$ cat config.mk
export PLATFORM = sky130hd
export DESIGN_NAME = multiplexor_entrada
export DESIGN_NICKNAME = d
export VERILOG_FILES = /design/src/rtl/multiplexor_entrada.sv
export SDC_FILE = /design/constraint.sdc
export NUM_CORES = 1
export LEC_CHECK = 0
export ABC_AREA = 1
export CAP_MARGIN = 20
export CORE_MARGIN = 5
export CORE_UTILIZATION = 52
export CTS_BUF_LIST = sky130_fd_sc_hd__clkbuf_4 sky130_fd_sc_hd__clkbuf_8
export CTS_CLUSTER_SIZE = 28
export DETAILED_ROUTE_END_ITERATION = 6
export GPL_ROUTABILITY_DRIVEN = 0
export PLACE_DENSITY_LB_ADDON = 0.25
export SYNTH_ARGS = -nofsm -noshare
export SYNTH_HDL_FRONTEND = slang
export SYNTH_SLANG_ARGS = --single-unit
$ cat constraint.sdc
create_clock -name clk -period 1.5 [get_ports clk]
set_input_delay 0.225 -clock clk [delete_from_list [all_inputs] [get_ports clk]]
set_output_delay 0.225 -clock clk [all_outputs]
set_load 0.05 [all_outputs]
$ cat src/rtl/multiplexor_entrada.sv
// Input-side port multiplexer for the PicoBlaze: latches up to eight peripheral
// sources, tracks pending/overrun per source, and serves them on in_port.
module multiplexor_entrada #(
   parameter logic [7:0] STATUS_PORT = 8'h08,
   parameter logic [7:0] OVR_PORT    = 8'h09,
   parameter logic [7:0] INT_MASK    = 8'hFF
) (
   input  logic        clk,
   input  logic        rst,
   input  logic [7:0]  port_id,
   input  logic        read_strobe,
   input  logic [63:0] src_data,
   input  logic [7:0]  src_valid,
   output logic [7:0]  in_port,
   output logic        interrupt
);

   logic [7:0] hold [8];
   logic [7:0] pend;
   logic [7:0] ovr;

   logic [7:0] ack_vec;
   logic       ovr_clr;
   logic [7:0] pend_next;
   logic [7:0] ovr_set;
   logic [7:0] ovr_next;
   logic [7:0] rd_mux;

   always_comb begin
      ack_vec = 8'h00;
      if (read_strobe && (port_id[7:3] == 5'd0))
         ack_vec[port_id[2:0]] = 1'b1;
   end

   assign ovr_clr = read_strobe && (port_id == OVR_PORT);

   // A capture in the same cycle as an acknowledge keeps the source pending and
   // does not count as an overrun, since the CPU just consumed the old value.
   always_comb begin
      pend_next = (pend & ~ack_vec) | src_valid;
      ovr_set   = src_valid & pend & ~ack_vec;
      ovr_next  = (ovr_clr ? 8'h00 : ovr) | ovr_set;
   end

   always_comb begin
      rd_mux = 8'h00;
      if (port_id[7:3] == 5'd0)
         rd_mux = hold[port_id[2:0]];
      else if (port_id == STATUS_PORT)
         rd_mux = pend;
      else if (port_id == OVR_PORT)
         rd_mux = ovr;
   end

   always_ff @(posedge clk) begin
      if (rst) begin
         for (int i = 0; i < 8; i++)
            hold[i] <= 8'h00;
         pend      <= 8'h00;
         ovr       <= 8'h00;
         in_port   <= 8'h00;
         interrupt <= 1'b0;
      end else begin
         for (int i = 0; i < 8; i++)
            if (src_valid[i])
               hold[i] <= src_data[8*i +: 8];
         pend      <= pend_next;
         ovr       <= ovr_next;
         in_port   <= rd_mux;
         interrupt <= |(pend_next & INT_MASK);
      end
   end

endmodule

# Word-level counts from Yosys, hierarchy flattened
# Memories as Yosys holds them, arrays and structs flattened.
# Cells that the tools add are included.
# word_totals
ff_bits	25
mem_bits_rw	64
inputBits	83
mem_count	1
# op_classes
order_cmp	2
eq_ne	2
n_mux	41
bitwise	14
reduce_logical	5
# mem_list
name	depth	width	read_ports	rd_ports_with_merged_regs	wr	line_no	rtl
hold	8	8	1	0	8	18	logic [7:0] hold [8];
# op_table
cell	n
8-bit 2-to-1 mux	13
1-bit 2-to-1 mux	27
8-bit AND	3
8-bit by 4-bit equality test with 1-bit output, second input constant	2
8-bit bitwise OR	2
8-bit NOT	1
1-bit bitwise OR	8
8-bit OR reduction	1
5-bit logical NOT	1
3-bit by 4-bit less-than comparator with 1-bit output, second input constant	1
1-bit demux with 3-bit select	1
3-bit by 1-bit greater-or-equal comparator with 1-bit output, second input constant	1
1-bit logical AND	3

# Depth between registers and ports, before layout
# logic_depth
ltp_word	9
depth_mapped	11
mapped_depth_nobuf	10

# Least setup slack after synthesis
# No wires, ideal clock.
# synth_path
path_kind	input port to flip-flop
start	in port_id[7]
end	reg ovr[0]
setup_ps	128
arrival_time_ps	1224
slack_ps	148
cell_stages	8
n_path_buf	0
path_cell_list	nor2_1 -> nand2_1 -> nor2_1 -> nand2_1 -> inv_2 -> nand2_1 -> nand3_1 -> o21ai_0
# synth_via
elab_chain_cells	6
# synth_rtl
element	line_no	rtl
start, declared	10	input logic [7:0] port_id,
5-bit logical NOT	31	if (read_strobe && (port_id[7:3] == 5'd0))
1-bit logical AND	31	
8-bit 2-to-1 mux	31	
8-bit NOT	41	ovr_set = src_valid & pend & ~ack_vec;
8-bit AND	41	
8-bit bitwise OR (*)	42	ovr_next = (ovr_clr ? 8'h00 : ovr) | ovr_set;
end signal, assigned	68	ovr <= ovr_next;
end, declared	20	logic [7:0] ovr;
# Every way passes the cells marked *; elsewhere a longest branch is shown, timed or not.
# A chain may end at the register's enable or synchronous reset.

# Worst setup path in the final report
# layout_path
start	in port_id[1]
end	reg in_port[0]
# layout_via
elab_chain_cells	4
# layout_rtl
element	line_no	rtl
8-bit by 4-bit equality test with 1-bit output	51	else if (port_id == OVR_PORT)
8-bit 2-to-1 mux	51	
8-bit 2-to-1 mux	49	else if (port_id == STATUS_PORT)
8-bit 2-to-1 mux (*)	47	if (port_id[7:3] == 5'd0)
end signal, assigned	69	in_port <= rd_mux;
end, declared	14	output logic [7:0] in_port,
# Marked as above.

==> summary.md <==
| Metric | Value |
|---|---|
| Total power | `0.00521 W` |
| Crit Path Max Fanout | `7` |
| Tot GR Track Use | `23.4%` |
| Dpl cells | `676` |
| CORE AREA | `0.00761 sq mm` |
| Mapped Area | `0.00400 sq mm` |
| Antenna violations before repair | `0` |
| Max Slew Vio Count | `0` |
| Critical path class | `in -> reg` |
| CP startpoint | `port_id[1]` |
| Yosys warns | `0` |
| WP buf/inv | `4` |
| Placed wire-length estimate | `8.44 mm` |
| CTS Hold Bufs | `0` |
| IO Pins | `92` |
| DRC | `0` |
| Number of nets in the layout | `676` |
| Number of buffers created by CTS | `9` |
| Min Tclk post-route | `1.43 ns` |
| Post-Place Setup Slack | `-0.606 ns` |
| Syn_nets | `535` |
| Crit start category | `primary input` |
| Worst setup margin | `0.0676 ns` |
| Final Skew | `0.0126 ns` |
| Number of fill cells | `552` |
| Pin slew with the least headroom to its limit | `0.402 ns` |
| Area leader, netlist | `edfxtp_1` |
| Worst EP arrival | `1.67 ns` |
| Synth Instances | `452` |
| Cell family with most CP delay | `buffers and inverters` |
| CP most frequent cell | `nor3_1` |
| DRT Pass-1 Iters | `5` |
| First-pass GRT wire length | `17.3 mm` |
| Ant diodes | `0` |
| Sequential area share after synthesis | `60.5%` |
| Via-to-Cell Ratio | `5.21` |
| Initial core utilization | `52.6%` |
| Critical path's slowest cell | `clkdlybuf4s15_1` |
| Slowest stage delay, CP | `0.39 ns` |
| Later-pin clock latency in the skew report | `0.35 ns` |
| Endpoints failing setup | `0` |
| P_leak | `2.63 nW` |
| Final Cycle Share | `95.5%` |
| Total grt overflow | `0` |
| Max Cap Viol | `0` |
| Port Buffers | `91` |
| CP required | `1.73 ns` |
| Final WL | `11.2 mm` |
| Die span in x | `97.7 um` |
| Die area | `0.00955 sq mm` |
| Startpoint of the worst hold path | `ovr[7]$_SDFF_PP0_` |
| Yosys top cell area share | `48.0%` |
| Max-slew headroom | `73.1%` |
| R2R Path Start | `hold[1][6]$_SDFFCE_PN0P_` |
| TNS Setup | `0 ns` |
| Status | `finished, final reports clean` |
| Peak supply drop | `618 uV` |
| Vias | `3,647` |
| Fmax | `698 MHz` |
| Endpoint type of the worst setup path | `register` |
| Fin cells | `700` |
| Vias in the first global route | `3,508` |
| CP cell instances | `clkdlybuf4s15_1 -> inv_2 -> nand3_1 -> clkinv_2 -> buf_4 -> nand2_1 -> nand4_1 -> nor3_1 -> nor3_1` |
| Fin. Hold Viols | `0` |
| CTS clk-pin slew, worst paths | `0.09 ns` |
| CTS sink cnt | `89` |
| Pin count of the biggest net entering global routing | `30` |
| Row count | `32` |
| Synth top area cells | `edfxtp_1 (48%), dfxtp_1 (13%), nand2_1 (9.4%)` |
| Pwr dens | `914 mW/mm^2` |
| CTS tree | `yes` |
| Clock tree buffer depth | `2` |
| Mean Syn Cell Area | `8.85 sq um` |
| DR iter-0 viols | `274` |
| Die H | `97.7 um` |
| Yosys reg bits | `89` |
| Unrepaired setup endpoints after global routing | `no` |
| P&R area growth vs syn | `42.3%` |
| Cell variety after synth | `27` |
| ANT nets after route | `0` |
| CTS Root Cell | `clkbuf_8` |
| Wirelength per Cell | `16.0 um` |
| Layout cells sized above 1 | `15.4%` |
| # H-tree levels | `3` |
| Worst min path class | `reg -> reg` |
## worst reg2reg max path, cell delays in order, from the launching register on
cell and delay, ns:
edfxtp_1 0.38, nand2_1 0.09, nand2_1 0.06, a21oi_1 0.19
nand3_1 0.09, o21ai_1 0.20, nor2_1 0.06
## flip-flops by register name, summed over array words and instances, names as in the netlist
signal     count
hold          64
in_port        8
ovr            8
pend           8
interrupt      1
## final cells by class
| cell class | count | area (sq um) | area share (%) |
|---|---|---|---|
| well taps | 102 | 128 | 2.24 |
| clock buffers | 12 | 146 | 2.57 |
| clock inverters | 4 | 43.8 | 0.769 |
| inverters | 81 | 305 | 5.36 |
| flip-flops and latches | 89 | 2420 | 42.5 |
| repair buffers | 140 | 1410 | 24.7 |
| multi-input cells | 272 | 1240 | 21.8 |
## kinds of logic (layout without fill, tap and decap cells)
logic type	count (synthesis)	count (layout)	share of synthesized area, %
compound gates	40	40	5.60
flops	89	89	60.5
simple gates	232	232	24.9
buf+inv	91	237	8.97
## power by group
group / switching (W) / internal, W / leakage (nW)
clock: 0.000789 / 0.000816 / 0.102
combinational: 0.000336 / 0.000368 / 1.64
sequential: 0.0000708 / 0.00283 / 0.891
total: 0.00120 / 0.00401 / 2.63
## per-stage QoR
stage,cell area (sq um),utilization (%),hold WS (ns)
2_1_floorplan,4000,-,0.391
3_3_place_gp,5380,70.8,0.451
3_5_place_dp,5380,70.8,0.462
4_1_cts,5610,73.8,0.474
5_1_grt,5690,74.8,0.494
6_report,5690,74.8,0.478
## routing by layer
layer / global-route usage, % / wire length (um) / vias to the layer above
li1: - / - / 1727
met2: 38.4 / 5500 / 209
met5: 0 / 0 / -
met4: 9.69 / 331 / 0
met3: 4.95 / 1080 / 31
met1: 30.2 / 4290 / 1680
## repair_timing
item                       4_1_cts  5_1_grt
setup endpoints to repair       17        8
buffers inserted                 2        6
resized for setup                8       14
hold endpoints to repair         0        0
pin swaps                        3       12
## path summary, 6_finish.rpt
path                            to  slack, ns  cells after the start
min              ovr[7]$_SDFF_PP0_       0.48                      2
max          in_port[0]$_SDFF_PP0_       0.07                      9
min reg2reg      ovr[7]$_SDFF_PP0_       0.48                      2
max reg2reg  in_port[6]$_SDFF_PP0_       0.33                      6
## Yosys cell counts
master and instances:
and3_1 1, nor2_4 1, a31oi_1 3, nand2_1 100, nor2_1 79, o21ai_0 9, clkbuf_1 3, dfxtp_1 25
nor2_2 2, a22oi_1 4, nor3_4 3, nor3_1 5, buf_2 2, nand4_1 4, inv_2 5, a21oi_1 21
buf_4 2, edfxtp_1 64, nor3b_1 2, buf_6 1, a22o_1 2, nor3_2 1, nand3_1 34, clkinv_1 1
a211oi_1 1, inv_1 75, buf_1 2
## cell usage in the layout (no fill, tap or decap), types with 2 or more instances in the layout
cell             count
a21oi_1             21
nor3b_1              2
nand3_1             33
nor3_1               4
edfxtp_1            64
nand2_2              2
inv_2                6
nor2_1              79
dfxtp_1             25
clkdlybuf4s50_1     75
nand4_1              4
a22o_1               2
nor2_2               2
nor3_4               3
clkinv_2             3
clkbuf_4             3
a31oi_1              3
nand2_1             97
o21ai_0              8
inv_1               74
clkdlybuf4s15_1      2
dlymetal6s2s_1       5
a22oi_1              4
nor3_2               2
buf_12              10
clkbuf_8             9
buf_4               46
(Power assumes the default switching activity.)
